### config.mk
export PLATFORM = sky130hd
export DESIGN_NAME = uart_debug_sched
export DESIGN_NICKNAME = d
export VERILOG_FILES = /design/src/rtl/uart_debug_sched.sv
export SDC_FILE = /design/constraint.sdc
export NUM_CORES = 1
export LEC_CHECK = 0
export BUFFER_PORTS_ARGS = -buffer_cell sky130_fd_sc_hd__buf_4
export CORE_MARGIN = 2
export CORE_UTILIZATION = 43
export CTS_BUF_LIST = sky130_fd_sc_hd__clkbuf_4 sky130_fd_sc_hd__clkbuf_8
export CTS_CLUSTER_DIAMETER = 30
export DETAILED_ROUTE_END_ITERATION = 10
export PLACE_DENSITY = 0.74
export SLEW_MARGIN = 20
export SYNTH_ARGS = -nofsm -noshare
export SYNTH_HDL_FRONTEND = slang
export SYNTH_SLANG_ARGS = --single-unit
### constraint.sdc
create_clock -name clk -period 4.09 [get_ports clk]
set_clock_uncertainty 0.15 [all_clocks]
set_input_delay 0.2045 -clock clk [delete_from_list [all_inputs] [get_ports clk]]
set_output_delay 0.2045 -clock clk [all_outputs]
set_load 0.1 [all_outputs]
### src/rtl/uart_debug_sched.sv
// Round-robin byte scheduler in front of a UART transmitter: strobes are paced one
// character slot apart and a requester keeps ownership until it sends a last byte.
module uart_debug_sched #(
  parameter int NUM_REQ      = 4,
  parameter int CLK_FREQ     = 100000000,
  parameter int BAUD_RATE    = 115200,
  parameter int LOCK_TIMEOUT = 65535,
  localparam int IW          = (NUM_REQ > 2) ? $clog2(NUM_REQ) : 1
) (
  input  logic                 clk,
  input  logic                 rst,
  input  logic [8*NUM_REQ-1:0] req_data,
  input  logic [NUM_REQ-1:0]   req_valid,
  input  logic [NUM_REQ-1:0]   req_last,
  output logic [NUM_REQ-1:0]   req_ready,
  output logic [7:0]           uart_data,
  output logic                 uart_valid,
  output logic [IW-1:0]        grant_id,
  output logic                 busy,
  output logic                 lock_timeout
);

  localparam int CLK_DIV     = CLK_FREQ / BAUD_RATE;
  localparam int SLOT_CYCLES = 11 * (CLK_DIV + 1);
  localparam int PW          = (SLOT_CYCLES > 2) ? $clog2(SLOT_CYCLES) : 1;
  localparam int TW          = (LOCK_TIMEOUT > 1) ? $clog2(LOCK_TIMEOUT + 1) : 1;

  typedef enum logic [1:0] {
    IDLE = 2'd0,
    PACE = 2'd1,
    HOLD = 2'd2
  } state_t;

  state_t               state_r, state_next_s;
  logic [PW-1:0]        pace_cnt_r;
  logic [TW-1:0]        tmo_cnt_r;
  logic [IW-1:0]        rr_ptr_r, grant_id_r, win_s, sel_s, next_ptr_s;
  logic [7:0]           uart_data_r, sel_data_s;
  logic                 uart_valid_r, lock_timeout_r, last_r, sel_last_s;
  logic                 found_s, accept_s, tmo_hit_s;
  logic [NUM_REQ-1:0]   ready_s;
  int                   dist_s, best_d_s;

  assign sel_s      = (state_r == HOLD) ? grant_id_r : win_s;
  assign accept_s   = |(req_valid & ready_s);
  assign tmo_hit_s  = (tmo_cnt_r == TW'(LOCK_TIMEOUT - 1));
  assign next_ptr_s = (grant_id_r == IW'(NUM_REQ - 1)) ? {IW{1'b0}} : grant_id_r + IW'(1);

  // Round-robin winner: valid requester at the smallest distance above rr_ptr.
  always_comb begin
    found_s  = 1'b0;
    win_s    = {IW{1'b0}};
    best_d_s = NUM_REQ;
    dist_s   = 0;
    for (int i = 0; i < NUM_REQ; i++) begin
      dist_s = i - int'(rr_ptr_r);
      if (dist_s < 0) begin
        dist_s = dist_s + NUM_REQ;
      end else begin
        dist_s = dist_s;
      end
      if (req_valid[i] && (dist_s < best_d_s)) begin
        best_d_s = dist_s;
        win_s    = IW'(i);
        found_s  = 1'b1;
      end else begin
        found_s  = found_s;
      end
    end
  end

  // State register.
  always_ff @(posedge clk) begin
    if (rst) begin
      state_r <= IDLE;
    end else begin
      state_r <= state_next_s;
    end
  end

  // Next-state logic; an accept in HOLD wins over an expiring timeout.
  always_comb begin
    state_next_s = state_r;
    case (state_r)
      IDLE: begin
        if (accept_s) state_next_s = PACE;
        else          state_next_s = IDLE;
      end
      PACE: begin
        if (pace_cnt_r != {PW{1'b0}}) state_next_s = PACE;
        else if (last_r)              state_next_s = IDLE;
        else                          state_next_s = HOLD;
      end
      HOLD: begin
        if (accept_s)       state_next_s = PACE;
        else if (tmo_hit_s) state_next_s = IDLE;
        else                state_next_s = HOLD;
      end
      default: state_next_s = IDLE;
    endcase
  end

  // Ready generation and selection of the byte/last flag of the eligible requester.
  always_comb begin
    ready_s    = {NUM_REQ{1'b0}};
    sel_data_s = 8'h00;
    sel_last_s = 1'b0;
    for (int i = 0; i < NUM_REQ; i++) begin
      if (IW'(i) == sel_s) begin
        sel_data_s = req_data[8*i +: 8];
        sel_last_s = req_last[i];
      end else begin
        sel_last_s = sel_last_s;
      end
      if (rst) begin
        ready_s[i] = 1'b0;
      end else if ((state_r == IDLE) && found_s && (win_s == IW'(i))) begin
        ready_s[i] = 1'b1;
      end else if ((state_r == HOLD) && (grant_id_r == IW'(i))) begin
        ready_s[i] = req_valid[i];
      end else begin
        ready_s[i] = 1'b0;
      end
    end
  end

  // Datapath: captured byte, strobe, owner, pointer and the two counters.
  always_ff @(posedge clk) begin
    if (rst) begin
      uart_data_r    <= 8'h00;
      uart_valid_r   <= 1'b0;
      lock_timeout_r <= 1'b0;
      last_r         <= 1'b0;
      grant_id_r     <= {IW{1'b0}};
      rr_ptr_r       <= {IW{1'b0}};
      pace_cnt_r     <= {PW{1'b0}};
      tmo_cnt_r      <= {TW{1'b0}};
    end else begin
      uart_valid_r   <= accept_s;
      lock_timeout_r <= 1'b0;
      if (accept_s) begin
        uart_data_r <= sel_data_s;
        last_r      <= sel_last_s;
        grant_id_r  <= sel_s;
        pace_cnt_r  <= PW'(SLOT_CYCLES - 1);
        tmo_cnt_r   <= {TW{1'b0}};
      end else begin
        case (state_r)
          PACE: begin
            if (pace_cnt_r != {PW{1'b0}}) pace_cnt_r <= pace_cnt_r - PW'(1);
            else if (last_r)              rr_ptr_r   <= next_ptr_s;
            else                          tmo_cnt_r  <= {TW{1'b0}};
          end
          HOLD: begin
            tmo_cnt_r <= tmo_cnt_r + TW'(1);
            if (tmo_hit_s) begin
              rr_ptr_r       <= next_ptr_s;
              lock_timeout_r <= 1'b1;
            end
          end
          default: begin
            tmo_cnt_r <= tmo_cnt_r;
          end
        endcase
      end
    end
  end

  assign req_ready    = ready_s;
  assign uart_data    = uart_data_r;
  assign uart_valid   = uart_valid_r;
  assign grant_id     = grant_id_r;
  assign busy         = (state_r != IDLE);
  assign lock_timeout = lock_timeout_r;

endmodule

==> results of run 1 <==
==> through the flow <==
step                      hold WS [ps]  setup TNS, ps  utilization (%)  std cells  worst slack (ps)
final                            164.6              0            55.17        469             164.2
after global routing             157.6         -6.446            55.17        469            -6.446
after CTS                        147.0              0            54.44        467             15.47
after detailed placement         340.6              0            52.30        459             164.8
after global placement           336.0              0            52.30        459             248.6
after floorplan                  315.4              0                -        334             12.36
==> cells in the final DEF (no fill, tap or decap), drive strengths merged, types with 2 or more instances in the layout <==
cell type | netlist | final
a211oi | 2 | 2
a21o | 3 | 3
a21oi | 16 | 16
a32oi | 2 | 2
and2 | 2 | 2
and3 | 2 | 2
and4 | 2 | 2
buf | 5 | 65
bufinv | 0 | 2
clkbuf | 13 | 6
dfxtp | 47 | 47
ha | 13 | 13
inv | 17 | 16
mux2 | 11 | 11
mux2i | 19 | 19
nand2 | 18 | 18
nand2b | 4 | 4
nand3 | 8 | 8
nand3b | 2 | 2
nand4 | 5 | 5
nor2 | 37 | 37
nor2b | 12 | 12
nor3 | 16 | 16
nor3b | 4 | 4
nor4 | 6 | 6
o21ai | 3 | 3
o22ai | 2 | 2
o2bb2ai | 9 | 9
o31ai | 2 | 2
o32a | 2 | 2
or4 | 3 | 3
xnor2 | 19 | 19
xor2 | 8 | 8
==> final cells by class <==
| class | instances | share of cell area (%) |
|---|---|---|
| Clock buffer | 6 | 2.071 |
| Multi-Input combinational cell | 252 | 52.55 |
| Sequential cell | 47 | 25.56 |
| Timing Repair Buffer | 65 | 13.65 |
| Inverter | 17 | 1.833 |
| Tap cell | 80 | 2.716 |
| Clock inverter | 2 | 1.629 |
==> path summary, 6_finish.rpt <==
path	start	end	slack [ps]
setup reg to reg	rr_ptr_r[0]$_SDFFE_PP0P_	pace_cnt_r[11]$_SDFFE_PP0P_	350
setup / recovery	rr_ptr_r[0]$_SDFFE_PP0P_	req_ready[0]	160
hold reg to reg	pace_cnt_r[7]$_SDFFE_PP0P_	pace_cnt_r[7]$_SDFFE_PP0P_	360
hold / removal	rst	pace_cnt_r[13]$_SDFFE_PP0P_	160
==> worst reg2reg max path, cell delays in order, from the launching register on <==
cell	delay, ps
dfxtp_2	420
inv_2	70
mux2_2	280
a32oi_2	210
ha_2	340
o22ai_4	240
o21ai_2	110
a21o_1	170
ha_1	300
o221ai_1	90
a311oi_2	200
a211oi_4	410
nand3b_1	450
nor2_1	230
==> sequential cells by signal, summed over array words and instances, names as in the netlist, 2 cells and up <==
| register | flops |
|---|---|
| pace_cnt_r | 14 |
| grant_id | 2 |
| tmo_cnt_r | 16 |
| rr_ptr_r | 2 |
| uart_data | 8 |
| state_r | 2 |
==> kinds of logic (layout without fill, tap and decap cells) <==
logic type                 after synthesis  in the layout
and+or+nand+nor                        127            127
DFF                                     47             47
AOI/OAI and AO/OA                       55             55
muxes                                   30             30
buffers and inverters                   35             90
xor gates and xnor gates                27             27
adders and majority gates               13             13
==> Yosys cell counts, drive strengths merged (3+ instances only) <==
cell	instances	area (um2)
a21o	3	22.52
a21oi	16	80.08
buf	5	31.28
clkbuf	13	48.80
dfxtp	47	940.9
ha	13	162.7
inv	17	63.81
mux2	11	123.9
mux2i	19	190.2
nand2	18	67.56
nand2b	4	25.02
nand3	8	40.04
nand4	5	31.28
nor2	37	153.9
nor2b	12	75.07
nor3	16	100.1
nor3b	4	40.03
nor4	6	37.54
o21ai	3	15.01
o2bb2ai	9	78.83
or4	3	26.27
xnor2	19	166.4
xor2	8	70.07
==> metal layers <==
metal	up-vias	part of all wire [%]
met4	0	1.5
met3	8	3.9
met1	1165	45
met2	57	50
li1	1285	-
met5	-	0
==> power breakdown <==
| group | internal [mW] | total [mW] | switching, mW |
|---|---|---|---|
| Clock | 0.251 | 0.405 | 0.154 |
| Sequential | 0.509 | 0.552 | 0.0435 |
| Combinational | 0.291 | 0.786 | 0.495 |
| Total | 1.05 | 1.74 | 0.692 |
==> what timing repair did <==
item	in CTS	in global routing
pin swaps	0	3
setup buffers	0	2
resized for setup	1	9
setup endpoints to repair	2	15
==> impl_metrics.json, run 1 <==
{
  "power_leakage_nw": 1.374,
  "cp_cell_sequence": "inv_2, mux2_2, a32oi_2, ha_2, o22ai_4, o21ai_2, a21o_1, ha_1, o221ai_1, a311oi_2, nand3_1, a21oi_4, buf_8",
  "cp-start-kind": "flop",
  "dr_total_vias": 2515,
  "die_y_um": 86.61,
  "fillCellCount": 615,
  "ff_latch_area_um2": 942.2,
  "required_ps": 3740,
  "routedWlPerCell_um": 13.62,
  "path_max_fanout": 7,
  "synth_fp_nets": 389,
  "wirelength_mm": 6.388,
  "maxCapViolCount": 0,
  "via_per_inst": 5.362,
  "cts_tree": "yes",
  "initial_utilization_pct": 43.91,
  "drive_gt1_share_pct": 30.33,
  "fin_crit_sh_pct": 95.99,
  "clock-sinks": 47,
  "drt_iter0_drc": 57,
  "grt_pass1_wl_mm": 10.93,
  "use_met2_pct": 31.40,
  "ys_async_sr_fraction_pct": 0,
  "post-route-drc-count": 0,
  "grt_pass1_vias": 2428,
  "track_usage_pct": 17.87,
  "postLayoutCellArea_um2": 3686,
  "crit_path_top_delay_cell": "a311oi_2",
  "synth_top_family_by_area": "simple AND/OR/NAND/NOR gates",
  "syn_area_per_cell_um2": 8.785,
  "grt_overflow": 0,
  "finalHoldViolCount": 0,
  "syn_area_um2": 2934,
  "r2r_cells": 13,
  "powerDensity_nw_per_um2": 472.9,
  "path_buf_inv": 2,
  "top_usage_layer": "met2",
  "antenna_found_initial": 0,
  "max-clock-path-buffers": 2,
  "dr.pass1.iters": 5,
  "clk_latency_ps": 300,
  "die_x_um": 86.61,
  "post_dp_cell_area_um2": 3495,
  "cp_top_family": "compound AO/OA/AOI/OAI gates",
  "ys_types": 60,
  "ys.flop_type": "dfxtp_1",
  "synthAdderAreaFrac_pct": 5.544,
  "dieArea_um2": 7500,
  "ios": 59,
  "cts_buffers": 5,
  "synthMuxAreaShare_pct": 10.70,
  "synth-edff-count": 0,
  "min_path_type": "input port to flop",
  "synth_compound_area_share_pct": 14.63,
  "status": "completed",
  "core_area_um2": 6681,
  "cp-end-kind": "primary output",
  "power_mw": 1.743,
  "max-slew-margin-rel_pct": 40.79,
  "synthCells": 334,
  "gp_congestion": 0.8544,
  "seq_area_frac_synth_pct": 32.07,
  "maxSlewViolCount": 0,
  "htreeDepth": 2,
  "port_buffers": 58,
  "hold_depth": 2,
  "cpPeakStageDelay_ps": 430,
  "cp.arrival_ps": 3570,
  "postCtsHoldBufs": 0,
  "fmax_ghz": 0.2547,
  "yosys.area_share.simple_pct": 24.09,
  "dp_hpwl_mm": 4.660,
  "worst_slew_pin_slew_ps": 875.8,
  "diodes": 0,
  "path_clk_slew_ps": 90,
  "period_needed_ps": 3926,
  "grt_util_met1_pct": 21.40,
  "cts_root_buf": "clkbuf_8",
  "ys_warn_count": 0,
  "grt_max_degree": 33,
  "ys_seq_elements": 47,
  "synthXorXnorAreaFrac_pct": 8.060,
  "area_delta_synth_final_pct": 25.63,
  "multiInputGateArea_um2": 1937,
  "met3_usage_pct": 3.619,
  "peakVddDrop_uv": 281.1,
  "antenna_left": 0,
  "nNetsFinal": 443,
  "setup_viol": 0,
  "row_count": 30,
  "worstSetupPathType": "flop to primary output",
  "worstSetupPathDepth": 13
}
(Power assumes the default switching activity.)
==> inputs of run 2 (changes only) <==
--- a/config.mk
+++ b/config.mk
@@ -6,6 +6,7 @@
 export NUM_CORES = 1
 export LEC_CHECK = 0
 export BUFFER_PORTS_ARGS = -buffer_cell sky130_fd_sc_hd__buf_4
+export CORE_ASPECT_RATIO = 1.5
 export CORE_MARGIN = 2
 export CORE_UTILIZATION = 43
 export CTS_BUF_LIST = sky130_fd_sc_hd__clkbuf_4 sky130_fd_sc_hd__clkbuf_8
@@ -16,3 +17,4 @@
 export SYNTH_ARGS = -nofsm -noshare
 export SYNTH_HDL_FRONTEND = slang
 export SYNTH_SLANG_ARGS = --single-unit
+export TNS_END_PERCENT = 30
==> impl_metrics.json, run 2 (synthesis results as in run 1) <==
{
  "status": "completed",
  "finalHoldViolCount": 0,
  "hp-start": "rst",
  "initial_utilization_pct": 44.92,
  "max-clock-path-buffers": 2,
  "path_max_fanout": 4,
  "fin_crit_sh_pct": 93.91,
  "cts_root_buf": "clkbuf_8",
  "ff_latch_area_um2": 944.7,
  "port_buffers": 58,
  "postCtsHoldBufs": 0,
  "cp-start-kind": "flop",
  "diodes": 0,
  "r2r-start": "rr_ptr_r[0]$_SDFFE_PP0P_",
  "fmax_ghz": 0.2604,
  "powerDensity_nw_per_um2": 474.7,
  "drt_iter0_drc": 155,
  "cp.arrival_ps": 3490,
  "gp_congestion": 0.8573,
  "grt_max_degree": 33,
  "via_per_inst": 5.449,
  "multiInputGateArea_um2": 1922,
  "final_cell_mix": "buf_4 (65), dfxtp_1 (46), nor2_1 (30)",
  "track_usage_pct": 18.26,
  "required_ps": 3740,
  "power_leakage_nw": 1.387,
  "regMostFlops": "tmo_cnt_r",
  "worstSetupPathType": "flop to primary output",
  "grt_pass1_wl_mm": 11.37,
  "final_common_cell": "buf_4",
  "clock-sinks": 47,
  "dr_total_vias": 2550,
  "htreeDepth": 2,
  "rr_endpoint": "rr_ptr_r[0]$_SDFFE_PP0P_",
  "post_dp_cell_area_um2": 3482,
  "max-slew-margin-rel_pct": 35.05,
  "power_mw": 1.759,
  "grt_pass1_vias": 2489,
  "path_clk_slew_ps": 90,
  "worst_slew_pin_slew_ps": 960.7,
  "r2r_cells": 15,
  "rsz0062_at_grt": "false",
  "die_y_um": 105.2,
  "period_needed_ps": 3841,
  "maxCapViolCount": 0,
  "antenna_found_initial": 0,
  "grt_overflow": 0,
  "dr.pass1.iters": 4,
  "postLayoutCellArea_um2": 3705,
  "nNetsFinal": 446,
  "die_x_um": 71.45,
  "dp_hpwl_mm": 4.898,
  "reg2reg_setup_slack_ps": 400,
  "fillCellCount": 584,
  "hold_depth": 2,
  "cp-end-kind": "primary output",
  "routedWlPerCell_um": 14.33,
  "drive_gt1_share_pct": 30.36,
  "cts_tree": "yes",
  "hold-path-endpoint": "grant_id[1]$_SDFFE_PP0P_",
  "antenna_left": 0,
  "row_count": 36,
  "maxSlewViolCount": 0,
  "ios": 59,
  "post-route-drc-count": 0,
  "peakVddDrop_uv": 370.0,
  "cts_buffers": 5,
  "area_delta_synth_final_pct": 26.27,
  "setup_viol": 0,
  "largest_register_ffs": 16,
  "clk_latency_ps": 300,
  "wirelength_mm": 6.706,
  "dieArea_um2": 7514,
  "min_path_type": "input port to flop",
  "core_area_um2": 6531
}
[run 2: how the worst max path moves through the flow]
stage | startpoint | end | slack [ps] | depth (start not counted)
after global routing | rr_ptr_r[0]$_SDFFE_PP0P_ | req_ready[0] | 30 | 14
after CTS | rr_ptr_r[0]$_SDFFE_PP0P_ | req_ready[2] | 4 | 13
after floorplan | rr_ptr_r[0]$_SDFFE_PP0P_ | rr_ptr_r[0]$_SDFFE_PP0P_ | -270 | 16
after detailed placement | rr_ptr_r[0]$_SDFFE_PP0P_ | rr_ptr_r[0]$_SDFFE_PP0P_ | 60 | 13
after global placement | rr_ptr_r[0]$_SDFFE_PP0P_ | req_ready[2] | 230 | 13
final | rr_ptr_r[0]$_SDFFE_PP0P_ | req_ready[0] | 250 | 13
[run 2: layout make-up]
class                      count  area share [%]
clock inverter                 3           1.824
sequential                    47           25.50
tap                           76           2.567
inverter                      17           1.824
multi-input combinational    252           51.87
clock buffer                   5           1.857
timing repair buffer          68           14.56
[run 2: stage by stage]
step	TNS [ps]	cells	utilization, %	worst slack (ps)	hold WS [ps]
final	0	468	56.72	249.2	144.0
after global placement	0	458	53.31	228.8	344.9
after global routing	0	468	56.72	32.02	163.4
after floorplan	-415.6	334	-	-271.3	315.4
after CTS	0	466	55.61	3.506	130.7
after detailed placement	0	458	53.31	59.65	363.2
[run 2: timing repair]
| item | in CTS | in global routing |
|---|---|---|
| gates cloned | 0 | 0 |
| endpoints found under the setup margin | 3 | 51 |
| pin swaps | 1 | 5 |
| resized for setup | 3 | 13 |
| setup buffers | 0 | 2 |
| endpoints found under the hold margin | 0 | 0 |
[run 2: power by group]
part           internal, mW  leakage [nW]  switching, mW
Combinational         0.301         0.938          0.500
Sequential            0.509         0.385         0.0427
Clock                 0.244        0.0644          0.163
[run 2: layer usage]
metal | part of all wire (%) | vias up | GRT usage (%) | routed length (um)
met4 | 1.8 | 0 | 5.526 | 121
li1 | - | 1296 | - | -
met5 | 0 | - | 0 | 0
met3 | 2.3 | 10 | 2.507 | 154
met2 | 53 | 36 | 33.53 | 3570
met1 | 43 | 1208 | 21.35 | 2861
[run 2: worst max-delay path, cell delays in order, from the launching register on]
cell	delay, ps
dfxtp_4	350
inv_1	60
mux2_2	270
a32oi_2	230
ha_4	260
o22ai_4	180
o21ai_2	110
a21o_1	210
ha_1	300
o221ai_1	130
a311oi_2	490
nand3_1	180
a21oi_2	200
buf_12	190
